File: config.mk
export PLATFORM = sky130hd
export DESIGN_NAME = alpha_u_packer
export DESIGN_NICKNAME = d
export VERILOG_FILES = /design/src/rtl/alpha_u_packer.sv
export SDC_FILE = /design/constraint.sdc
export NUM_CORES = 2
export LEC_CHECK = 0
export CAP_MARGIN = 40
export CORE_AREA = 2 2 735 737
export CTS_CLUSTER_DIAMETER = 200
export CTS_CLUSTER_SIZE = 12
export DETAILED_ROUTE_END_ITERATION = 12
export DIE_AREA = 0 0 737 739
export PLACE_DENSITY = 0.41
export SLEW_MARGIN = 0
export SYNTH_ARGS = -nofsm -noshare
export SYNTH_HDL_FRONTEND = slang
export SYNTH_SLANG_ARGS = --single-unit
File: constraint.sdc
create_clock -name clk -period 9.02 [get_ports clk]
set_clock_uncertainty 0.2 [all_clocks]
set_input_delay 0.902 -clock clk [delete_from_list [all_inputs] [get_ports clk]]
set_output_delay 0.902 -clock clk [all_outputs]
set_load 0.005 [all_outputs]
File: src/rtl/alpha_u_packer.sv
// Serial-to-parallel packer for the alpha_u coefficient vector feeding backbone_initial.
// Beats fill a shadow buffer; a complete, correctly framed vector is published in one cycle.
module alpha_u_packer #(
    parameter int J = 14,
    parameter int A = 2
) (
    input  logic              clk,
    input  logic              rst,
    input  logic [63:0]       s_tdata,
    input  logic              s_tvalid,
    output logic              s_tready,
    input  logic              s_tlast,
    input  logic              busy,
    output logic [J*A*64-1:0] alpha_u,
    output logic              alpha_u_tvalid,
    output logic              frame_err,
    output logic [15:0]       frame_cnt
);
    localparam int N       = J * A;
    localparam int K_WIDTH = $clog2(N) + 1;

    localparam logic [1:0] FILL    = 2'd0;
    localparam logic [1:0] PEND    = 2'd1;
    localparam logic [1:0] DISCARD = 2'd2;

    localparam logic [K_WIDTH-1:0] K_LAST = K_WIDTH'(N - 1);

    logic [1:0]         state_r;
    logic [1:0]         state_next_s;
    logic [K_WIDTH-1:0] k_r;
    logic [K_WIDTH-1:0] k_next_s;
    logic               err_next_s;
    logic               publish_s;
    logic               wr_s;
    logic               accept_s;
    logic [63:0]        shadow_r [N];
    logic [N*64-1:0]    shadow_flat_s;

    assign accept_s = s_tvalid && s_tready;

    // Next-state, beat counter and framing-error decisions
    always_comb begin
        state_next_s = state_r;
        k_next_s     = k_r;
        err_next_s   = 1'b0;
        publish_s    = 1'b0;
        wr_s         = 1'b0;
        case (state_r)
            FILL: begin
                if (accept_s) begin
                    wr_s = 1'b1;
                    if (k_r == K_LAST) begin
                        k_next_s = {K_WIDTH{1'b0}};
                        if (s_tlast) begin
                            state_next_s = PEND;
                        end else begin
                            err_next_s   = 1'b1;
                            state_next_s = DISCARD;
                        end
                    end else if (s_tlast) begin
                        // Early tlast: the partial frame is abandoned in place.
                        err_next_s = 1'b1;
                        k_next_s   = {K_WIDTH{1'b0}};
                    end else begin
                        k_next_s = k_r + K_WIDTH'(1);
                    end
                end else begin
                    k_next_s = k_r;
                end
            end
            PEND: begin
                if (!busy) begin
                    publish_s    = 1'b1;
                    state_next_s = FILL;
                end else begin
                    state_next_s = PEND;
                end
            end
            DISCARD: begin
                if (accept_s && s_tlast) begin
                    state_next_s = FILL;
                    k_next_s     = {K_WIDTH{1'b0}};
                end else begin
                    state_next_s = DISCARD;
                end
            end
            default: begin
                state_next_s = FILL;
                k_next_s     = {K_WIDTH{1'b0}};
            end
        endcase
    end

    // Flatten the shadow buffer into the output bus layout
    always_comb begin
        shadow_flat_s = {(N*64){1'b0}};
        for (int i = 0; i < N; i++) begin
            shadow_flat_s[64*i +: 64] = shadow_r[i];
        end
    end

    // Shadow buffer write; contents are don't-care after reset
    always_ff @(posedge clk) begin
        if (wr_s) begin
            shadow_r[k_r[K_WIDTH-2:0]] <= s_tdata;
        end
    end

    // Control state and registered outputs
    always_ff @(posedge clk) begin
        if (rst) begin
            state_r        <= FILL;
            k_r            <= {K_WIDTH{1'b0}};
            s_tready       <= 1'b1;
            alpha_u        <= {(N*64){1'b0}};
            alpha_u_tvalid <= 1'b0;
            frame_err      <= 1'b0;
            frame_cnt      <= 16'd0;
        end else begin
            state_r        <= state_next_s;
            k_r            <= k_next_s;
            s_tready       <= (state_next_s != PEND);
            alpha_u_tvalid <= publish_s;
            frame_err      <= err_next_s;
            if (publish_s) begin
                alpha_u   <= shadow_flat_s;
                frame_cnt <= frame_cnt + 16'd1;
            end else begin
                alpha_u   <= alpha_u;
                frame_cnt <= frame_cnt;
            end
        end
    end
endmodule
* Word-level counts from Yosys, hierarchy flattened
Memories as Yosys holds them, arrays and structs flattened. A register that Yosys moved wholly into a read port is not among the register bits.
Cells that the tools add are included.
** Cells by class
- $add $sub $neg :: 2
- $mul :: 0
- Div/mod/pow operators :: 0
- Magnitude comparators :: 0
- Equal/unequal tests :: 6
- Shift operators :: 0
- Mux-type cells :: 20
- Bitwise gates (word level) :: 3
- Reduce and logical (&&, ||, !) cells :: 5
** Operators with widths (number)
- 6-bit two-way mux :: 4
- 6-bit case mux with 3 select lines :: 1
- 16-bit by 1-bit adder with 16-bit output, second input constant :: 1
- 1-bit two-way mux :: 10
- 2-bit two-way mux :: 4
- 6-bit by 1-bit adder with 6-bit output, second input constant :: 1
- 6-bit by 5-bit == test with 1-bit output, second input constant :: 1
- 2-bit case mux with 3 select lines :: 1
- 2-bit != test, second input constant :: 2
- 1-bit NOT :: 3
- 3-bit AND reduction :: 1
- 3-bit OR reduction :: 1
- 2-bit by 1-bit == test with 1-bit output, second input constant :: 1
- 2-bit == test, second input constant :: 1
- 1-bit logical AND :: 2
- 2-bit zero test :: 1
- 2-bit by 1-bit != test with 1-bit output, second input constant :: 1
** Storage, ports and cells
- Register bits after elaboration :: 27
- Bits in latches :: 0
- RAM bits :: 1792
- ROM bits :: 0
- Input bits :: 69
- Output and inout bits :: 1811
- Word-level logic and storage cells :: 43
- Memories :: 1
** Memory list
- shadow_r :: depth 28, bits a word 64, read ports 28, clocked after memory_dff 28, wr ports 1, line 36 : logic [63:0] shadow_r [N];

* Longest topological paths before layout
- Depth after elaboration :: 5
- Depth in mapped cells :: 8
- Mapped depth without buffers :: 4

* Worst setup path before layout
Ideal clock, no wire load.
- Path kind :: input port to flip-flop
- Start point :: input s_tvalid
- End point :: memory shadow_r[20][0] (enable)
- Setup time :: 0.487 ns
- Arrival time :: 4.035 ns
- Required time :: 8.333 ns
- Setup slack :: 4.299 ns
- Cell stages on the path :: 3
- Path buffers :: 0
- Cell sequence :: and4bb_4 -> nand2_1 -> nor2_1
** On the way
- Longest elaborated chain between the ends :: 5
** Ends and longest elaborated chain
- start: declaration :: line 10 : input logic s_tvalid,
- 1-bit logical AND :: line 39 : assign accept_s = s_tvalid && s_tready;
- 1-bit two-way mux :: line 50 : if (accept_s) begin
- 1-bit two-way mux :: line 48 : case (state_r)
- 1-bit two-way mux :: line 104 : if (wr_s) begin
- 1-bit two-way mux (implied by the code) :: line 105 : shadow_r[k_r[K_WIDTH-2:0]] <= s_tdata;
- end: declaration :: line 36
No other way between the ends.

* Worst setup path in the final report
- Start point :: register state_r[1]
- End point :: register alpha_u[982], read port of shadow_r
** On the way
- Longest elaborated chain between the ends :: 2
** Ends and longest elaborated chain
- start: declaration :: line 28 : logic [1:0] state_r;
- start signal: assignment :: line 120 : state_r <= state_next_s;
- 2-bit by 1-bit == test with 1-bit output :: line 48
- 1-bit two-way mux :: line 48
- end: declaration :: line 14 : output logic [J*A*64-1:0] alpha_u,
No other way between the ends.
A chain may end at the register's enable or synchronous reset.

==> summary.md <==
| Metric | Value |
|---|---|
| Crit path max-delay family | `buffers and inverters` |
| Worst hold path class | `in -> reg` |
| Largest net degree at the start of global routing | `176` |
| Cells along the critical path | `inv_1 -> nand3b_1 -> buf_4 -> buf_12 -> buf_12 -> nand2_1 -> a21oi_1` |
| Vias in the first global route | `75212` |
| Die W | `between 700 and 800 um` |
| Final Hold Fails | `0` |
| Via count | `~83000` |
| Clk_lat worst skew | `about 960 ps` |
| R2R cell count | `7` |
| Antenna violations before repair | `129` |
| Setup bufs post-CTS | `0` |
| Met1 Resource Use GR | `27.0%` |
| WP data required | `9650 ps` |
| Iter 0 DRT Violations | `8214` |
| Mapped Area | `116000 sq um` |
| Slowest CP cell | `buf_12` |
| Layout net count | `between 10000 and 15000` |
| M3 GR Usage | `4.41%` |
| Gate Count Post-Synth | `9752` |
| Flip-flop and latch count after synthesis | `roughly 3600` |
| Post-synthesis sequential area ratio | `77.7%` |
| Drt total wl | `572000 um` |
| Post-route design area | `155000 sq um` |
| Share of layout cells above drive strength 1 | `under 10%` |
| Hold path startpoint | `s_tdata[8]` |
| Worst slew pin tran | `1420 ps` |
| Crit-path most repeated cell | `buf_12` |
| Peak VDD IR | `0.000151 V` |
| Die ar. | `545000 sq um` |
| Reg-to-Reg Start | `state_r[1]` |
| Final Cycle Share | `40.3%` |
| # Max-Cap Violations | `0` |
| Worst Setup Start Kind | `register` |
| Core area | `536000 sq um` |
| Final setup viols | `0` |
| Clock buffer depth | `4` |
| Setup TNS | `0 ps` |
| Dpl cell area | `144000 sq um` |
| Leakage Power | `47.2 nW` |
| Max Slew Vio Count | `0` |
| Vias/cell | `~4.3` |
| GRT met2 Usage | `between 30% and 40%` |
| Yosys warning count | `0` |
| Total GRT Usage | `20.0%` |
| WP buf/inv | `4` |
| Final setup margin | `5390 ps` |
| Slew Limit Headroom | `between 5 and 6%` |
| I/O pin total | `about 1900` |
| Most common cell after layout, fill and taps aside | `nand2_1` |
| Fin util | `approximately 29%` |
| PD cells | `207 nW/um^2` |
| Root buffer cell | `clkbuf_16` |
| F_max | `0.275 GHz` |
| CP endpoint kind | `register` |
| Final ANT Viol Nets | `0` |
| Tmin final | `3630 ps` |
| RD Place Congestion | `0.766` |
| Rows | `269` |
| CP max stage delay | `560 ps` |
| Reg-to-Reg End | `alpha_u[982]` |
| First-pass GRT wire length | `between 700000 and 800000 um` |
| Num CTS Buffers | `340` |
| Routed WL per cell | `approximately 30 um` |
| DRC viols | `0` |
| Flop2flop setup slack | `roughly 5400 ps` |
| Number of distinct library cells after synthesis | `between 40 and 50` |
| H-tree lvl count | `5` |
| CTS tree | `built` |
| Chip height | `739 um` |
| Crit path DAT | `4260 ps` |
| CP Class | `reg -> reg` |
| Synthesis-to-finish area growth | `33.3%` |
| Most frequent cells in the layout | `nand2_1, dfxtp_1, clkdlybuf4s50_1` |
| Post-DP HPWL | `379000 um` |
| Most crowded layer after global routing | `met2` |
| IO Port Bufs | `around 1900` |
| Congestion Overflow GR | `0` |
| Crit Path Max Fanout | `between 150 and 200` |
| RSZ-0062 raised after global routing | `false` |
| Hold Path End | `shadow_r[9][8]` |
| Sink Count | `3611` |
| Final hold slack | `127 ps` |
| Post-place setup slack | `4630 ps` |
| Mapped Nets | `9826` |
| Worst Hold Path Cells | `1` |
| Worst-path clk slew | `about 70 ps` |
| Starting Density | `between 20% and 30%` |
| TritonRoute pass-1 iters | `6` |
| Status | `finished, final reports clean` |
| Mean Syn Cell Area | `11.9 sq um` |
==> cell type report <==
class	instances	area [sq um]
inverters	6	22.5
multi-input cells	5528	23500
repair buffers	2100	21600
clock inverters	31	622
well taps	7181	8980
clock buffers	587	9470
flip-flops and latches	3611	90200
diodes	143	358
fillers	55634	381000
==> worst register-to-register path: cells and delay by family (launching register included) <==
family	cells	cell delay [ps]
buffers and inverters	4	1670
and+or+nand+nor	2	930
DFF	1	510
AOI/OAI and AO/OA	1	200
==> report_power, final <==
group / total (W) / switching, W / internal [W]
combinational: 0.000913 / 0.000824 / 0.0000884
clock: 0.0139 / 0.00672 / 0.00720
sequential: 0.0172 / 0.00000703 / 0.0172
==> repair_timing <==
action,4_1_cts,5_1_grt
hold endpoints to repair,8,0
resized for setup,0,0
hold buffers,4,0
==> how the worst max path moves through the flow <==
stage | slack [ps] | depth (start not counted) | startpoint | endpoint
after global routing | 5240 | 7 | state_r[1] | alpha_u[985]
final | 5390 | 7 | state_r[1] | alpha_u[982]
after CTS | 5420 | 5 | k_r[2] | shadow_r[21][23]
after global placement | 4070 | 5 | s_tvalid | shadow_r[14][60]
after floorplan | 4300 | 3 | s_tvalid | shadow_r[20][0]
after detailed placement | 4630 | 7 | s_tvalid | shadow_r[14][60]
==> state kept, by name, summed over array words and instances (netlist names) <==
signal	flops
state_r	2
shadow_r	1792
alpha_u	1792
s_tready	1
alpha_u_tvalid	1
frame_err	1
frame_cnt	16
k_r	6
==> stage by stage <==
stage / instances / total power, W
finish: 19187 / 0.0321
global route: 19080 / 0.0330
CTS: 19044 / 0.0325
detailed placement: 18422 / 0.0185
global placement: 18368 / 0.0185
floorplan: 9752 / 0.0177
==> synth_stat cells <==
| cell type | n | share of area (%) |
|---|---|---|
| o31a_1 | 1 | 0.0075 |
| nand2_1 | 3599 | 12 |
| edfxtp_1 | 1792 | 46 |
| xor2_1 | 5 | 0.038 |
| and4bb_2 | 1 | 0.011 |
| and3_1 | 4 | 0.022 |
| a21o_1 | 2 | 0.013 |
| nor2_1 | 39 | 0.13 |
| nor2b_1 | 1 | 0.0054 |
| or3_1 | 8 | 0.043 |
| xnor2_1 | 2 | 0.015 |
| buf_4 | 4 | 0.026 |
| nand3b_1 | 4 | 0.026 |
| o21ai_0 | 8 | 0.034 |
| ha_1 | 5 | 0.054 |
| and4bb_4 | 1 | 0.014 |
| buf_1 | 37 | 0.12 |
| nand2_4 | 1 | 0.0097 |
| inv_1 | 6 | 0.019 |
| o21ai_1 | 1 | 0.0043 |
| nor3b_1 | 1 | 0.0065 |
| o31ai_1 | 1 | 0.0065 |
| o311ai_0 | 1 | 0.0075 |
| clkbuf_1 | 304 | 0.98 |
| nand4bb_1 | 1 | 0.0097 |
| a31oi_1 | 1 | 0.0054 |
| a22o_1 | 2 | 0.015 |
| buf_6 | 2 | 0.019 |
| nand4_1 | 5 | 0.027 |
| dfxtp_1 | 1819 | 31 |
| nand3_2 | 1 | 0.0086 |
| nor4_1 | 1 | 0.0054 |
| buf_2 | 260 | 1.1 |
| mux2i_1 | 1 | 0.0086 |
| or4_1 | 4 | 0.026 |
| and2_0 | 1 | 0.0054 |
| nand3_1 | 11 | 0.047 |
| a211oi_1 | 1 | 0.0065 |
| o2bb2ai_1 | 1 | 0.0075 |
| or2_2 | 1 | 0.0054 |
| nor3_1 | 1 | 0.0043 |
| and4_1 | 2 | 0.015 |
| a21oi_1 | 1809 | 7.8 |
==> cell families (layout without fill, tap and decap cells) <==
family	after synthesis	after routing	synth area share [%]
AO/OA/AOI/OAI	1828	1828	7.90
XOR/XNOR	7	7	0.0528
adder cells (fa/ha/maj)	5	5	0.0538
buffers and inverters	613	2724	2.29
flip-flops	3611	3611	77.7
multiplexers	1	1	0.00862
other	0	143	0
AND/OR/NAND/NOR	3687	3687	12.0
==> per-layer routing <==
layer / routed length [um] / up-vias
li1: - / 36768
met1: 244000 / 41849
met2: 264000 / 3474
met3: 48700 / 544
met4: 16100 / 6
met5: 42 / -
(Power assumes the default switching activity.)
